### config.mk
export PLATFORM = sky130hd
export DESIGN_NAME = uart_rx_deframer
export DESIGN_NICKNAME = d
export VERILOG_FILES = /design/src/rtl/uart_rx_deframer.sv
export SDC_FILE = /design/constraint.sdc
export NUM_CORES = 1
export LEC_CHECK = 0
export ABC_AREA = 1
export BUFFER_PORTS_ARGS = -buffer_cell sky130_fd_sc_hd__buf_2
export CORE_ASPECT_RATIO = 1.1
export CORE_MARGIN = 2
export CORE_UTILIZATION = 23
export DETAILED_ROUTE_END_ITERATION = 12
export SKIP_CTS_REPAIR_TIMING = 1
export SKIP_LAST_GASP = 1
export SYNTH_ARGS = -nofsm -noshare
export SYNTH_HDL_FRONTEND = slang
export SYNTH_SLANG_ARGS = --single-unit
export TNS_END_PERCENT = 50
### constraint.sdc
create_clock -name clk -period 3.35 [get_ports clk]
set_clock_uncertainty 0.2 [all_clocks]
set_input_delay 0.5025 -clock clk [delete_from_list [all_inputs] [get_ports clk]]
set_output_delay 0.5025 -clock clk [all_outputs]
set_load 0.01 [all_outputs]
### src/rtl/uart_rx_deframer.sv
// UART receive deframer: oversampled start detection, 3-sample majority per bit,
// LSB-first data, optional parity and stop check. Define UART_RX_SYNC_EN to add a 2-flop rx_in synchronizer.
module uart_rx_deframer #(
  parameter int DATA_WIDTH     = 8,
  parameter int PRESCALE_WIDTH = 6
) (
  input  logic                      clk,
  input  logic                      rst,
  input  logic                      rx_in,
  input  logic [PRESCALE_WIDTH-1:0] prescale,
  input  logic                      par_en,
  input  logic                      par_typ,
  output logic [DATA_WIDTH-1:0]     data_out,
  output logic                      data_valid,
  output logic                      par_err,
  output logic                      stp_err
);

  localparam int BCW = (DATA_WIDTH > 1) ? $clog2(DATA_WIDTH) : 1;

  typedef enum logic [2:0] {IDLE, START, DATA, PARITY, STOP} state_t;

  logic rx;

`ifdef UART_RX_SYNC_EN
  logic [1:0] sync;
  always_ff @(posedge clk) begin
    if (!rst) sync <= 2'b11;
    else      sync <= {sync[0], rx_in};
  end
  assign rx = sync[1];
`else
  assign rx = rx_in;
`endif

  state_t                    state;
  logic [PRESCALE_WIDTH-1:0] edge_cnt, p_l;
  logic [BCW-1:0]            bit_cnt;
  logic                      pe_l, pt_l, prev, s0, s1;
  logic                      par_bit, stop_bit, done;
  logic [DATA_WIDTH-1:0]     shreg;

  logic [PRESCALE_WIDTH-1:0] half, samp0, samp2, last;
  logic                      maj, bit_end, par_bad;

  assign half    = {1'b0, p_l[PRESCALE_WIDTH-1:1]};
  assign samp0   = half - PRESCALE_WIDTH'(1);
  assign samp2   = half + PRESCALE_WIDTH'(1);
  assign last    = p_l - PRESCALE_WIDTH'(1);
  // Third sample is the live line, so the majority is ready on the third sampling cycle.
  assign maj     = (s0 & s1) | (s0 & rx) | (s1 & rx);
  assign bit_end = (edge_cnt == last);
  assign par_bad = pe_l & ((^shreg) ^ pt_l ^ par_bit);

  always_ff @(posedge clk) begin
    if (!rst) begin
      state      <= IDLE;
      edge_cnt   <= '0;
      bit_cnt    <= '0;
      p_l        <= '0;
      pe_l       <= 1'b0;
      pt_l       <= 1'b0;
      prev       <= 1'b1;
      s0         <= 1'b1;
      s1         <= 1'b1;
      par_bit    <= 1'b0;
      stop_bit   <= 1'b1;
      done       <= 1'b0;
      shreg      <= '0;
      data_out   <= '0;
      data_valid <= 1'b0;
      par_err    <= 1'b0;
      stp_err    <= 1'b0;
    end else begin
      prev       <= rx;
      data_valid <= 1'b0;
      par_err    <= 1'b0;
      stp_err    <= 1'b0;
      done       <= 1'b0;

      // Frame verdict lands one cycle after the stop evaluation, overlapping IDLE.
      if (done) begin
        if (par_bad || !stop_bit) begin
          par_err <= par_bad;
          stp_err <= !stop_bit;
        end else begin
          data_valid <= 1'b1;
          data_out   <= shreg;
        end
      end

      if (state != IDLE) begin
        edge_cnt <= bit_end ? '0 : edge_cnt + PRESCALE_WIDTH'(1);
        if (edge_cnt == samp0) s0 <= rx;
        if (edge_cnt == half)  s1 <= rx;
      end

      case (state)
        IDLE: if (!rx && prev) begin
          state    <= START;
          edge_cnt <= PRESCALE_WIDTH'(1);
          bit_cnt  <= '0;
          p_l      <= prescale;
          pe_l     <= par_en;
          pt_l     <= par_typ;
        end
        START: begin
          if (edge_cnt == samp2 && maj) state <= IDLE;
          else if (bit_end)             state <= DATA;
        end
        DATA: begin
          if (edge_cnt == samp2) shreg <= {maj, shreg[DATA_WIDTH-1:1]};
          if (bit_end) begin
            bit_cnt <= bit_cnt + BCW'(1);
            if (bit_cnt == BCW'(DATA_WIDTH-1)) state <= pe_l ? PARITY : STOP;
          end
        end
        PARITY: begin
          if (edge_cnt == samp2) par_bit <= maj;
          if (bit_end)           state   <= STOP;
        end
        STOP: if (edge_cnt == samp2) begin
          // Leave half a bit early so a back-to-back start edge is seen.
          stop_bit <= maj;
          done     <= 1'b1;
          state    <= IDLE;
        end
        default: state <= IDLE;
      endcase
    end
  end

endmodule

# Yosys cells after proc, flatten, opt, wreduce, memory -nomap -nowiden
# Cells that the tools add are included.
# classes
reduce_logical	21
order_cmp	0
n_eq_ne	15
div_mod_pow	0
bitwise_logic	9
n_addsub	5
n_shift	0
n_mul	0
muxes	18
# op_table
cell	n
$mux 3	10
$mux 6	4
$eq 6x6->1	3
$reduce_and 2->1	9
$pmux 3 s5	1
$ne 2x2->1 const B	5
$reduce_xor 8->1	1
$add 5x1->6 const B	1
$add 6x1->6 const B	1
$eq 3x2->1 const B	2
$eq 3x3->1 const B	2
$eq 6x5->1	1
$pmux 3 s2	1
$reduce_and 3->1	2
$reduce_and 6->1	1
$sub 5x1->6 const B	1
$sub 6x1->6 const B	1
$and 1x1->1	4
$add 3x1->3 const B	1
$eq 3x1->1 const B	1
$logic_not 3->1	1
$ne 3x3->1 const B	1
$reduce_bool 3->1	1
$logic_and 1x1->1	2
other kinds (7)	11
# word_totals
regBits	45
n_memories	0
latchBits	0
wordCells	85
mem_bits_rw	0
mem_bits_ro	0

# Longest topological paths before layout
# depth
word_depth	7
mapped_depth	16

# Least setup slack after synthesis
# OpenSTA, ideal clock, no wires.
# synth_path
kind	reg-to-reg
start	reg p_l[1]
end	reg shreg[6]
setup_time_ns	0.116
synth_period_minus_slack_ns	1.982
path_buffers	1
stages_incl_launch_ff	12
slack_ns	1.368
required_time_ns	3.034
t_arrival_ns	1.666
path_cell_list	dfxtp_1 inv_1 ha_1 xnor2_1 nand3_1 nor2_2 nand2_2 inv_2 nand2_4 buf_6 o21ai_1 a21oi_1
# synth_between
elab_chain_len	3
# synth_lines
item	line	text
from (decl)	37	logic [PRESCALE_WIDTH-1:0] edge_cnt, p_l;
from (signal assigned)	103	p_l <= prescale;
$add 5x1->6	48	assign samp2 = half + PRESCALE_WIDTH'(1);
$eq 6x6->1	112	if (edge_cnt == samp2) shreg <= {maj, shreg[DATA_WIDTH-1:1]};
$reduce_and 2->1 (no source line)	-	
to (signal assigned)	112	
to (decl)	41	logic [DATA_WIDTH-1:0] shreg;
# No other way between the ends.
# A chain may end at the register's enable or synchronous reset.

# Worst setup path after layout
# layout_path
start	reg p_l[1]
end	reg state[2]
# layout_between
elab_chain_len	5
# layout_lines
item	line	text
$add 5x1->6	48	
$eq 6x6->1	108, 122	
$logic_and 1x1->1	108	if (edge_cnt == samp2 && maj) state <= IDLE;
$ne 3x3->1 (no source line) / $mux 3 (equally long branches)	-	
$reduce_and 6->1 (no source line) / $pmux 3 s5 (equally long branches)	-	
to (signal assigned)	115	if (bit_cnt == BCW'(DATA_WIDTH-1)) state <= pe_l ? PARITY : STOP;
to (decl)	36	state_t state;
# Several ways; a longest one is shown, not always the timed one.

==> reports/metrics.csv <==
metric,value,unit
fp.dieW,104.1,µm
cp_max_fo,5,
ys_seq_area_share,35.54,%
cp_cell_sequence,inv_1 -> ha_1 -> xnor2_1 -> nand3_1 -> nor2_2 -> nand2_2 -> nand2_1 -> nand2_1 -> nor2_1 -> nand3_1 -> nand2_1 -> nor2_1,
cts_tree,built,
htree_levels,2,
worstHoldPathType,input port to flip-flop,
cp-end-kind,flip-flop,
critical_path_class,flip-flop to flip-flop,
clock-root-buffer,clkbuf_16,
synthFlopType,dfxtp_1,
timing.final.crit_share,66.97,%
yosys.area_share.xor_xnor,7.552,%
post-route-util,26.85,%
start_kind,flip-flop,
p_leak,1.271,nW
synth_top_area_share,35.54,%
synthCells,360,
drive_gt1_share,15.83,%
dr.pass1.iters,4,
grt_pass1_vias,2181,
synthSimpleGateAreaFrac,31.00,%
worstPathBufferInverterCount,1,
final_max_slew_viol_count,0,
syn_nets,378,
worst_slew_pin_slew,552.9,ps
relSlewSlack,63.14,%
fillCellCount,1222,
clock_path_buffers,2,
fin_tns_setup,0,ps
hold_viol_final,0,
pwr_density_cell,717.1,nW/µm²
synthArstFlopShare,0,%
die_area,11880,µm²
cp.required,3330,ps
setup_viol,0,
grt_pass1_wl,9528,µm
status,completed,
cp_slowest_cell,dfxtp_1,
critPathTopFamily,simple AND/OR/NAND/NOR gates,
die_h,114.1,µm
fmax,445.7,MHz
synth_fa_ha_area_share,3.455,%
synth_top_cells_by_count,"81 x nand2_1, 45 x dfxtp_1, 39 x nor2_1, 35 x inv_1, 30 x a21oi_1",
muxShareOfSynthArea,0,%
syn_area,2535,µm²
slowest_delay,390,ps
cp_common_cell,nand2_1,
ys_ff_latch,45,
vias,2221,
synth_compound_area_share,13.28,%
drt_iter0_markers,98,
clkLatencyLatePin,280,ps
diodes,0,
overflow,0,
drv_cap,0,
synthDistinctLibCells,35,
hpwl,4054,µm
synth-edff-count,0,
remaining_drc_errors,0,
worstPathArrival,2220,ps
holdWs,247.4,ps
synth_area_leader_cell,dfxtp_1,
cts_inserted_buffers,5,
fin_crit,2244,ps
rsz0062_at_grt,no,
design.core.area,10810,µm²
clk_pin_slew,70,ps
gp_congestion,0.8740,
synth.most_common_cell,nand2_1,
synthToLayoutAreaGrowth,14.51,%
port_buffers,21,
synth_top_family_by_area,simple AND/OR/NAND/NOR gates,
fp-row-count,40,
antenna_found_initial,0,
numClockSinks,45,
yosys-top-cells-area,"dfxtp_1 36%, nand2_1 12%, a21oi_1 5.9%",
nNetsFinal,396,
p_total,2.082,mW
viasPerCell,4.222,
grt_use_total,9.483,%
drt-total-wl,5322,µm
peakVddDrop,0.2602,mV
io_pins,22,
syn_area_per_cell,7.041,µm²
wl_per_cell,10.12,µm
synth_warnings,0,
grt_max_degree,32,
ant_nets,0,
start_util,23.45,%
==> layout by cell type, fill, tap and decap left out, types with 2 or more instances in the layout <==
master     instances
inv_1             35
nand3b_1           2
a21oi_1           30
buf_2             21
nand2_4            2
nand2_1           81
dfxtp_1           45
nand2_2            5
nand3_1           24
a21oi_2            4
xor2_1            10
o21ai_1            4
ha_1               7
clkbuf_16          5
nand4_1            3
nor3_1             4
inv_2              7
nor2_2             7
clkinv_1           2
nor2_1            39
nor2_4             2
xnor2_1           10
o21ai_0           17
==> where the power goes <==
group / leakage, nW / internal, mW / switching [mW]
logic: 0.835 / 0.319 / 0.559
clock network: 0.0702 / 0.278 / 0.211
registers: 0.366 / 0.617 / 0.0974
==> worst paths after layout <==
path | from | end | depth (start not counted) | slack [ps]
worst min-delay path | par_typ | pt_l | 3 | 250
worst min register to register | stop_bit | stp_err | 1 | 250
worst max-delay path | p_l[1] | state[2] | 12 | 1110
worst max register to register | p_l[1] | state[2] | 12 | 1110
==> layer usage <==
layer  share of wire, %  vias up  global-route usage [%]
li1                   -     1187                       -
met1                 48      992                   11.78
met2                 48       38                   17.15
met3                3.9        4                   1.821
met4               0.56        0                   1.982
met5                  0        -                       0
==> cell type report <==
class | instances | area (µm²) | share of cell area, %
Inverter | 44 | 165.2 | 5.690
Multi-Input combinational cell | 261 | 1401 | 48.28
Clock inverter | 3 | 21.27 | 0.7328
Tap cell | 147 | 183.9 | 6.336
Sequential cell | 45 | 900.9 | 31.03
Timing Repair Buffer | 21 | 105.1 | 3.621
Clock buffer | 5 | 125.1 | 4.310
==> through the flow <==
step                      std cells  setup WS, ps  area [µm²]
after floorplan                 360          1368        2535
after global placement          518          1159        2756
after detailed placement        518          1134        2756
after CTS                       526          1125        2903
after global routing            526         839.1        2903
final                           526          1106        2903
==> worst reg2reg max path: cells and delay by family (launching register included) <==
family,cells,cell delay [ps]
and+or+nand+nor,9,860
DFF,1,390
adders and majority gates,1,320
xor gates and xnor gates,1,210
buffers and inverters,1,130
==> flip-flops by register name (all words and copies together), names as in the netlist <==
signal,flops
s1,1
done,1
stop_bit,1
par_err,1
bit_cnt,3
p_l,6
edge_cnt,6
stp_err,1
prev,1
par_bit,1
state,3
pt_l,1
shreg,8
data_out,8
pe_l,1
s0,1
data_valid,1
==> cells by family after synthesis <==
logic type | count (synthesis)
AO/OA/AOI/OAI | 60
AND/OR/NAND/NOR | 173
buffers and inverters | 54
flip-flops | 45
XOR/XNOR | 21
adder cells (fa/ha/maj) | 7
Note: power is estimated with default switching activity, not from simulation.
